`src/rtl/mult_arbiter.sv`:
```
// Two-requester round-robin front end for a shared pipelined 8x8 multiplier,
// with credit-based per-requester response FIFOs.
module mult_arbiter #(
   parameter int DEPTH   = 4,
   parameter int LATENCY = 2
) (
   input  logic        clk,
   input  logic        rst_n,
   input  logic        req0_valid,
   output logic        req0_ready,
   input  logic [7:0]  req0_a,
   input  logic [7:0]  req0_b,
   input  logic        req0_sgnd,
   input  logic        req1_valid,
   output logic        req1_ready,
   input  logic [7:0]  req1_a,
   input  logic [7:0]  req1_b,
   input  logic        req1_sgnd,
   output logic        rsp0_valid,
   input  logic        rsp0_ready,
   output logic [15:0] rsp0_p,
   output logic        rsp1_valid,
   input  logic        rsp1_ready,
   output logic [15:0] rsp1_p,
   output logic [7:0]  mul_a,
   output logic [7:0]  mul_b,
   output logic        mul_sgnd,
   input  logic [15:0] mul_p,
   output logic        busy
);

   localparam int AW = $clog2(DEPTH);
   localparam int CW = AW + 1;
   localparam logic [CW:0] LIMIT = (CW+1)'(DEPTH);

   logic [LATENCY-1:0] tag_v;
   logic [LATENCY-1:0] tag_id;
   logic [CW-1:0]      infl [2];
   logic [CW-1:0]      cnt  [2];
   logic [AW-1:0]      wr   [2];
   logic [AW-1:0]      rd   [2];
   logic [15:0]        mem  [2][DEPTH];
   logic               ptr;

   logic [CW:0] use0, use1;
   logic        elig0, elig1;
   logic [1:0]  acc, wb, pop;

   // credits count both in-flight tags and buffered results
   assign use0  = {1'b0, infl[0]} + {1'b0, cnt[0]};
   assign use1  = {1'b0, infl[1]} + {1'b0, cnt[1]};
   assign elig0 = rst_n & (use0 < LIMIT);
   assign elig1 = rst_n & (use1 < LIMIT);

   assign req0_ready = elig0 & (~ptr | ~req1_valid | ~elig1);
   assign req1_ready = elig1 & (ptr | ~req0_valid | ~elig0);

   assign acc[0] = req0_valid & req0_ready;
   assign acc[1] = req1_valid & req1_ready;

   always_comb begin
      mul_a    = '0;
      mul_b    = '0;
      mul_sgnd = 1'b0;
      if (acc[0]) begin
         mul_a    = req0_a;
         mul_b    = req0_b;
         mul_sgnd = req0_sgnd;
      end else if (acc[1]) begin
         mul_a    = req1_a;
         mul_b    = req1_b;
         mul_sgnd = req1_sgnd;
      end
   end

   assign wb[0] = tag_v[LATENCY-1] & ~tag_id[LATENCY-1];
   assign wb[1] = tag_v[LATENCY-1] &  tag_id[LATENCY-1];

   assign rsp0_valid = (cnt[0] != '0);
   assign rsp1_valid = (cnt[1] != '0);
   assign rsp0_p     = rsp0_valid ? mem[0][rd[0]] : 16'h0000;
   assign rsp1_p     = rsp1_valid ? mem[1][rd[1]] : 16'h0000;
   assign pop[0]     = rsp0_valid & rsp0_ready;
   assign pop[1]     = rsp1_valid & rsp1_ready;

   assign busy = (|tag_v) | rsp0_valid | rsp1_valid;

   always_ff @(posedge clk or negedge rst_n) begin
      if (!rst_n) begin
         tag_v  <= '0;
         tag_id <= '0;
         ptr    <= 1'b0;
      end else begin
         for (int i = LATENCY-1; i > 0; i--) begin
            tag_v[i]  <= tag_v[i-1];
            tag_id[i] <= tag_id[i-1];
         end
         tag_v[0]  <= acc[0] | acc[1];
         tag_id[0] <= acc[1];
         if (acc[0])
            ptr <= 1'b1;
         else if (acc[1])
            ptr <= 1'b0;
      end
   end

   always_ff @(posedge clk or negedge rst_n) begin
      if (!rst_n) begin
         for (int i = 0; i < 2; i++) begin
            infl[i] <= '0;
            cnt[i]  <= '0;
            wr[i]   <= '0;
            rd[i]   <= '0;
         end
      end else begin
         for (int i = 0; i < 2; i++) begin
            if (acc[i] & ~wb[i])
               infl[i] <= infl[i] + 1'b1;
            else if (~acc[i] & wb[i])
               infl[i] <= infl[i] - 1'b1;
            if (wb[i] & ~pop[i])
               cnt[i] <= cnt[i] + 1'b1;
            else if (~wb[i] & pop[i])
               cnt[i] <= cnt[i] - 1'b1;
            if (wb[i])
               wr[i] <= wr[i] + 1'b1;
            if (pop[i])
               rd[i] <= rd[i] + 1'b1;
         end
      end
   end

   // storage needs no reset; validity comes from the counters
   always_ff @(posedge clk) begin
      for (int i = 0; i < 2; i++)
         if (wb[i])
            mem[i][wr[i]] <= mul_p;
   end

endmodule
```
`config.mk`:
```
export PLATFORM = sky130hd
export DESIGN_NAME = mult_arbiter
export DESIGN_NICKNAME = d
export VERILOG_FILES = /design/src/rtl/mult_arbiter.sv
export SDC_FILE = /design/constraint.sdc
export NUM_CORES = 1
export LEC_CHECK = 0
export CAP_MARGIN = 20
export CORE_AREA = 8 8 105 130
export DETAILED_ROUTE_END_ITERATION = 7
export DIE_AREA = 0 0 113 138
export DONT_BUFFER_PORTS = 1
export PLACE_DENSITY = 0.76
export SLEW_MARGIN = 20
export SYNTH_ARGS = -nofsm -noshare
export SYNTH_HDL_FRONTEND = slang
export SYNTH_SLANG_ARGS = --single-unit
```
`constraint.sdc`:
```
create_clock -name clk -period 2.8 [get_ports clk]
set_clock_uncertainty 0.2 [all_clocks]
set_input_delay 0.7 -clock clk [delete_from_list [all_inputs] [get_ports clk]]
set_output_delay 0.7 -clock clk [all_outputs]
set_load 0.02 [all_outputs]
```
# --- Yosys cells after proc, flatten, opt, wreduce, memory -nomap -nowiden ---
# Memory sizes are Yosys's and may differ from the RTL's.
# Cells that the tools add are included.
word_totals:
  reg_bits: 25
  latch_bits: 0
  mem_bits_rw: 128
  mem_bits_ro: 0
  in_bits: 56
  output_inout_bits: 54
  memories: 1
mem_list:
  columns: ["name", "depth", "width", "read_ports", "rd_ports_with_merged_regs", "write_ports", "line", "rtl"]
  rows:
  - ["mem", 2, 64, 2, 0, 1, "42", "logic [15:0] mem [2][DEPTH];"]
classes:
  addsub: 14
  n_mul: 0
  div: 0
  magnitude_cmp: 8
  n_eq_ne: 0
  n_shift: 0
  n_mux: 35
  n_bitwise: 41
  reduce_logical: 11
op_table:
  columns: ["cell", "count"]
  rows:
  - ["2-to-1 mux 64 bit", 4]
  - ["2-to-1 mux 16 bit", 8]
  - ["binary-select mux 16 bit (select 2 bit)", 2]
  - ["demux 16 bit (select 2 bit)", 2]
  - ["OR reduction 64 bit", 1]
  - ["2-to-1 mux 8 bit", 4]
  - ["2-to-1 mux 3 bit", 8]
  - ["AND 1 bit", 18]
  - ["adder 3 x 1 -> 3 bit (second input constant)", 4]
  - [">= comparator 3 bit (second input constant)", 4]
  - ["inverter 1 bit", 12]
  - ["inverter 2 -> 3 bit", 4]
  - ["subtractor 3 x 1 -> 3 bit (second input constant)", 4]
  - ["nonzero test 2 bit", 5]
  - ["adder 2 x 1 -> 2 bit (second input constant)", 4]
  - ["adder 3 x 3 -> 4 bit", 2]
  - ["< comparator 4 x 3 -> 1 bit (second input constant)", 2]
  - ["2-to-1 mux 1 bit", 7]
  - ["bitwise OR 1 bit", 7]
  - ["< comparator 3 x 1 -> 1 bit (second input constant)", 2]
  - ["nonzero test 3 bit", 2]
  - ["logical AND 1 bit", 2]
  - ["OR reduction 2 bit", 1]

# --- Depth between registers and ports, before layout ---
# Gate-level depths: netlist of the first run.
logic_depth:
  word_depth: 11
  depth_mapped: 12

# --- Worst setup path after synthesis of the first run ---
# No wires, ideal clock.
synth_path:
  path_kind: "reg-to-reg"
  startpoint: "register infl[5] (netlist bit)"
  endpoint: "register infl[5] (netlist bit)"
  arrival_ns: 2.544
  path_slack_ns: -0.023
  stages_incl_launch_ff: 12
  n_path_buf: 1
  period_less_slack_ns: 2.823
  cell_sequence: "dfrtp_1 ha_1 nor4b_4 nand3_4 a31oi_4 buf_6 ha_1 inv_1 fa_1 xor2_1 nor2_1 xor2_1"
synth_between:
  elab_chain_cells: 8
  word_cells_on_any_way: 13
synth_lines:
  columns: ["item", "line", "rtl"]
  rows:
  - ["start, declared", "38", "logic [CW-1:0] infl [2];"]
  - ["start signal, assigned by index", "118", "infl[i] <= infl[i] + 1'b1;"]
  - ["start signal, assigned by index", "120", "infl[i] <= infl[i] - 1'b1;"]
  - ["adder 3 x 3 -> 4 bit *", "50", "assign use0 = {1'b0, infl[0]} + {1'b0, cnt[0]};"]
  - ["< comparator 4 x 3 -> 1 bit *", "52", "assign elig0 = rst_n & (use0 < LIMIT);"]
  - ["AND 1 bit *", "52", null]
  - ["AND 1 bit *", "55", "assign req0_ready = elig0 & (~ptr | ~req1_valid | ~elig1);"]
  - ["AND 1 bit *", "58", "assign acc[0] = req0_valid & req0_ready;"]
  - ["net acc[0]", "47", "logic [1:0] acc, wb, pop;"]
  - ["inverter 1 bit", "119", "else if (~acc[i] & wb[i])"]
  - ["AND 1 bit", "119", null]
  - ["nonzero test 2 bit (no source line)", null, null]
# The timed path passes the listed nets; every way through them passes the cells marked *. The select of a mux whose other input is x is not followed.
# A chain may end at the register's enable or synchronous reset.

# --- Worst setup path after layout of the first run ---
layout_path:
  startpoint: "register infl[5] (netlist bit)"
  endpoint: "output mul_a[2]"
layout_between:
  elab_chain_cells: 9
  word_cells_on_any_way: 11
layout_lines:
  columns: ["item", "line", "rtl"]
  rows:
  - ["adder 3 x 3 -> 4 bit *", "50", null]
  - ["< comparator 4 x 3 -> 1 bit *", "52", null]
  - ["AND 1 bit *", "52", null]
  - ["inverter 1 bit", "56", "assign req1_ready = elig1 & (ptr | ~req0_valid | ~elig0);"]
  - ["bitwise OR 1 bit", "56", null]
  - ["AND 1 bit", "56", null]
  - ["AND 1 bit", "59", "assign acc[1] = req1_valid & req1_ready;"]
  - ["2-to-1 mux 8 bit", "69", "end else if (acc[1]) begin"]
  - ["2-to-1 mux 8 bit *", "65", "if (acc[0]) begin"]
  - ["end, declared", "25", "output logic [7:0] mul_a,"]
# Mark *: on every way between the ends. The rest lies on a longest branch, timed or not.

==> results.yml, run 1 <==
drt:
  drtIter0Drc: 189
  via_count: 3143
  wl_per_cell_um: 24.5
  first_pass_iters: 4
  antenna_left: 0
  drt-total-wl_um: 13000
  viasPerCell: 5.92
  route.detailed.drc: 0
setup_path:
  path_cells: "ha_4 -> nor4b_4 -> nand3_4 -> o21ba_4 -> buf_6 -> a22o_4"
  cp_num_cells: 6
  cp_slowest_cell: "dfrtp_1"
  critPathTopFamily: "compound AO/OA/AOI/OAI gates"
  critPathMaxStageDelay_ns: 0.41
  timing.rr.end: "infl[5]$_DFFE_PN0P_"
  critPathRequiredTime_ns: 1.90
  path_class: "reg2out"
  r2r_slack_ns: -0.10
  reg2reg_depth: 11
  rr_startpoint: "infl[5]$_DFFE_PN0P_"
  cp-endpoint: "mul_a[2]"
  path_buf_inv: 1
  worstSetupStartpoint: "infl[5]$_DFFE_PN0P_"
  end_kind: "primary output"
  cp.arrival_ns: 2.21
  worstSetupStartpointType: "register"
  path_max_fanout: 8
yosys:
  synth_area_um2: 6440
  postSynthAreaPerCell_um2: 18.8
  synth_warnings: 0
  synthTopCellsByCount: "edfxtp_1, and2_1, mux4_2"
  synth-seq-cells: 153
  synthCells: 342
  ys_top_cells_by_area: "edfxtp_1, mux4_2, dfrtp_1"
  synth_top_cell_area_share: 0.597
  seq_area_frac_synth: 0.694
  synth_ff_type: "edfxtp_1"
  synth_cell_types: 32
  synth-async-reset-ratio: 0.163
  synth_edf_count: 128
  synth.largest_area_cell: "edfxtp_1"
  syn_nets: 418
  synth.most_common_cell: "edfxtp_1"
sta:
  holdWs_ns: 0.157
  setup_viol: 21
  finalCriticalPeriod_ns: 3.11
  finalCritPeriodShare: 1.11
  slew_violations: 0
  rsz0062_at_grt: "yes"
  slew-limit-headroom: 0.440
  setup_ws_ns: -0.311
  tightest_slew_ns: 0.840
  maxClockFrequency_mhz: 321
  hold_viol_final: 0
pwr:
  finalPower_w: 0.00508
  leakagePower_nw: 2.77
  p_per_area_nw_per_um2: 656
  peakVddDrop_v: 0.000389
final_layout:
  layout-drive-gt1-share: 0.344
  final_util: 0.669
  fin_nets: 456
  fillers: 736
  antenna_cells: 0
  area_delta_synth_final_pct: 20.2
status:
  status: "finished with violations"
  violations: "negative setup slack"
cts:
  cts_tree: "built"
  cts_buffers: 17
  clk_path_buf_depth: 2
  clk_pin_slew_ns: 0.06
  cts_sinks: 153
  clk_latency_ns: 0.41
  h-tree-depth: 4
  cts_root_buffer: "clkbuf_16"
placed_design:
  place.gp.congestion: 0.759
  io_buffers: 0
  place_hpwl_um: 8600
  pre_cts_slack_ns: 0.0534
job:
  cap_viol_max_count: 0
floorplanning:
  start_util: 0.557
  dieHeight_um: 138
  io_pins: 110
  coreArea_um2: 11600
  core.rowCount: 44
  die_x_um: 113
  die_area_um2: 15600
hold_path:
  hold_class: "reg2reg"
grt:
  antenna_found_initial: 0
  grt_max_degree: 26
  grt_pass1_wl_um: 20600
  grt_pass1_vias: 3527
  grt-ovfl-total: 0
  grt_usage: 0.176
==> worst min-delay path by stage <==
stage,from,to,slack [ns],cells after the start
floorplan,tag_id[0]$_DFF_PN0_,tag_id[1]$_DFF_PN0_,0.13,0
global placement,tag_id[0]$_DFF_PN0_,tag_id[1]$_DFF_PN0_,0.14,0
detailed placement,tag_id[0]$_DFF_PN0_,tag_id[1]$_DFF_PN0_,0.15,0
CTS,tag_id[0]$_DFF_PN0_,tag_id[1]$_DFF_PN0_,0.16,0
global route,mul_p[7],mem[0][119]$_DFFE_PP_,0.16,0
finish,tag_id[0]$_DFF_PN0_,tag_id[1]$_DFF_PN0_,0.16,0
==> stage by stage <==
| step | cell area [µm²] | cells | setup TNS [ns] |
|---|---|---|---|
| after floorplan | 6440 | 342 | 0 |
| after global placement | 6680 | 485 | 0 |
| after detailed placement | 6680 | 485 | 0 |
| after CTS | 7640 | 527 | -5.24 |
| after global routing | 7740 | 531 | -7.30 |
| final | 7740 | 531 | -5.57 |
==> worst register-to-register path: cells and delay by family (launching register included) <==
family / cells / cell delay (ns)
DFF: 1 / 0.41
xor gates and xnor gates: 2 / 0.31
adders and majority gates: 3 / 0.81
and+or+nand+nor: 3 / 0.60
AOI/OAI and AO/OA: 1 / 0.28
buffers and inverters: 2 / 0.22
==> registers in the layout (all words and copies together), names as in the netlist <==
| name | count |
|---|---|
| mem | 128 |
| cnt | 6 |
| infl | 6 |
| rd | 4 |
| wr | 4 |
| tag_id | 2 |
| tag_v | 2 |
| ptr | 1 |
==> metal layers <==
layer | share of wire | vias to the layer above | global-route usage
met5 | 0 | - | 0
li1 | - | 1397 | -
met3 | 0.085 | 6 | 0.0815
met2 | 0.53 | 123 | 0.302
met1 | 0.37 | 1617 | 0.185
met4 | 0.010 | 0 | 0.0570
==> kinds of logic (layout without fill, tap and decap cells) <==
group | Yosys count | after routing | synth area share
flops | 153 | 153 | 0.694
fa+ha+maj | 20 | 20 | 0.0435
xor+xnor | 18 | 18 | 0.0245
simple gates | 66 | 66 | 0.0645
compound gates | 23 | 23 | 0.0332
buf+inv | 26 | 77 | 0.0212
mux | 36 | 36 | 0.119
==> final cells by class <==
cell class,count,area [µm²],share of cell area
clock buffers,18,429,0.0555
clock inverters,14,251,0.0325
inverters,10,37.5,0.00485
multi-input cells,163,2050,0.265
flip-flops and latches,153,4470,0.578
well taps,138,173,0.0223
repair buffers,35,324,0.0419
==> timing repair <==
item	CTS	global route
setup endpoints to repair	33	49
setup buffers	7	5
endpoints found under the hold margin	25	0
hold buffers	2	0
gates resized for setup	42	12
cloned	1	0
pin swaps	23	6
==> cells in the final DEF (no fill, tap or decap), types with 2 or more instances in the layout <==
master,n
edfxtp_1,128
bufinv_16,7
fa_1,4
xnor2_1,10
clkinvlp_4,2
clkbuf_16,17
buf_6,7
nor2_1,4
ha_4,2
clkinv_2,2
buf_12,2
and3_1,4
dfrtp_2,2
dfrtp_1,23
buf_4,24
ha_1,12
nor4b_4,2
nor2b_1,2
xor2_1,8
inv_1,10
clkinv_1,2
o21ai_0,2
a22o_4,17
mux4_2,32
mux2_2,4
and2_1,35
ha_2,2
nand3_1,4
nand2_1,6
==> power breakdown <==
part | switching (W) | internal [W] | leakage (nW)
sequential | 0 | 0.00247 | 1.46
combinational | 0.00000761 | 0.00000492 | 0.982
clock | 0.000842 | 0.00175 | 0.325
(Power assumes the default switching activity.)
==> inputs of run 2 (changes only) <==
Settings changed: GPL_TIMING_DRIVEN set to 0.
==> run 2 against run 1 <==
  * The run still ends with negative setup slack left
  * Sequential share of layout area shrank 1.2 points
  * Register-to-register slack lost 0.06 ns
  * Global-route usage grew 0.97 points
  * Power shrank 5.2%
  * First-iteration DRC count grew 21%
  * Highest routed layer unchanged
  * Worst setup slack gained 0.0013 ns
==> results.yml, run 2 (synthesis results as in run 1) <==
sta:
  slew_violations: 0
  finalCriticalPeriod_ns: 3.11
  rsz0062_at_grt: "yes"
  tightest_slew_ns: 0.872
  hold_viol_final: 0
  setup_ws_ns: -0.309
  setup_viol: 22
  maxClockFrequency_mhz: 322
  finalCritPeriodShare: 1.11
  slew-limit-headroom: 0.419
status:
  status: "finished with violations"
  violations: "negative setup slack"
setup_path:
  end_kind: "primary output"
  cp_slowest_cell: "dfrtp_1"
  path_cells: "ha_4 -> nor4b_4 -> nand3_4 -> o21ba_4 -> buf_12 -> a22o_4"
  path_class: "reg2out"
  worstSetupStartpointType: "register"
  critPathTopFamily: "simple AND/OR/NAND/NOR gates"
  cp.arrival_ns: 2.21
  critPathMaxStageDelay_ns: 0.41
  path_buf_inv: 1
  path_max_fanout: 10
  critPathRequiredTime_ns: 1.90
hold_path:
  hold_class: "reg2reg"
floorplanning:
  coreArea_um2: 11600
  die_x_um: 113
  die_area_um2: 15600
  dieHeight_um: 138
  core.rowCount: 44
  io_pins: 110
  start_util: 0.557
grt:
  grt_pass1_vias: 3684
  grt_util_met3: 0.0789
  grt_max_degree: 26
  grt_pass1_wl_um: 21700
  grt_usage: 0.185
  antenna_found_initial: 0
  grt.busiest_layer: "met2"
  use_met2: 0.316
  met1_usage: 0.203
  grt-ovfl-total: 0
cts:
  clk_latency_ns: 0.41
  cts_tree: "built"
  clk_path_buf_depth: 2
  cts_sinks: 153
  cts_root_buffer: "clkbuf_16"
  h-tree-depth: 4
  cts_buffers: 17
  clk_pin_slew_ns: 0.06
final_layout:
  largest_reg_flops: 128
  layout-drive-gt1-share: 0.405
  area_delta_synth_final_pct: 22.7
  final_util: 0.683
  final_cell_mix: "edfxtp_1, mux4_2, and2_1, dfrtp_1, buf_4"
  fin_nets: 468
  antenna_cells: 0
  final_common_cell: "edfxtp_1"
placed_design:
  io_buffers: 0
  pre_cts_slack_ns: -0.252
  place_hpwl_um: 8460
  place.gp.congestion: 0.712
drt:
  viasPerCell: 5.95
  via_count: 3231
  first_pass_iters: 4
  wl_per_cell_um: 25.3
  drt-total-wl_um: 13700
  drtIter0Drc: 228
  antenna_left: 0
  route.detailed.drc: 0
job:
  cap_viol_max_count: 0
pwr:
  clkPwrFrac: 0.484
  p_switching_w: 0.000926
  seq_power_share: 0.513
  power_frac_comb: 0.003
  p_per_area_nw_per_um2: 609
  leakagePower_nw: 2.82
  peakVddDrop_v: 0.000435
  p_int_w: 0.00389
  sw_frac_of_total: 0.192
==> run 2: cell count changes in the layout (fill, tap and decap cells not counted), sizes merged <==
cell,change
buf,+9
bufinv,-4
clkbuf,+4
clkinvlp,+1
inv,+2
==> run 2: final timing paths <==
path / end / slack (ns) / startpoint / depth (start not counted)
hold reg to reg: tag_id[1]$_DFF_PN0_ / 0.15 / tag_id[0]$_DFF_PN0_ / 0
hold / removal: tag_id[1]$_DFF_PN0_ / 0.15 / tag_id[0]$_DFF_PN0_ / 0
setup / recovery: mul_b[6] / -0.31 / infl[5]$_DFFE_PN0P_ / 6
max in group asynchronous: rd[1]$_DFFE_PN0P_ / 1.69 / rst_n / 2
setup reg to reg: infl[2]$_DFFE_PN0P_ / -0.16 / cnt[2]$_DFFE_PN0P_ / 12
min in group asynchronous: rd[2]$_DFFE_PN0P_ / 0.52 / rst_n / 2
==> run 2: routing by layer <==
metal  up-vias  routed length [µm]  share of wire
met5         -                   0              0
met4         0                 250          0.018
met3        17                1050          0.076
met2       132                7280           0.53
met1      1657                5150           0.38
li1       1425                   -              -
==> run 2: final cells by class <==
| type | count | area (µm²) |
|---|---|---|
| Sequential cell | 153 | 4470 |
| Fill cell | 706 | 3660 |
| Multi-Input combinational cell | 163 | 2120 |
| Clock buffer | 19 | 433 |
| Timing Repair Buffer | 34 | 337 |
| Tap cell | 138 | 173 |
| Clock inverter | 13 | 170 |
| Buffer | 13 | 158 |
| Inverter | 10 | 37.5 |
==> run 2: power groups by stage <==
stage | Clock, W | Combinational (W) | Sequential, W
floorplan | 0 | 0.00000128 | 0.00252
global placement | 0 | 0.00000127 | 0.00252
detailed placement | 0 | 0.00000127 | 0.00252
CTS | 0.00235 | 0.0000144 | 0.00247
global route | 0.00245 | 0.0000154 | 0.00247
finish | 0.00233 | 0.0000139 | 0.00247
==> run 2: through the flow <==
step                instance area [µm²]  total power [W]  TNS [ns]  hold WS [ns]  cells
global route                       7900          0.00493     -7.60         0.154    543
CTS                                7830          0.00483     -6.02         0.152    540
finish                             7900          0.00481     -5.71         0.151    543
floorplan                          6440          0.00252         0         0.131    342
global placement                   6610          0.00252    -0.603         0.136    480
detailed placement                 6610          0.00252    -0.969         0.141    480
==> run 2: what timing repair did <==
action | in CTS | in global routing
resized for setup | 82 | 27
setup buffers | 28 | 3
gates cloned | 1 | 0
hold buffers | 2 | 0
pin swaps | 10 | 7
setup endpoints to repair | 49 | 52
hold endpoints to repair | 25 | 0
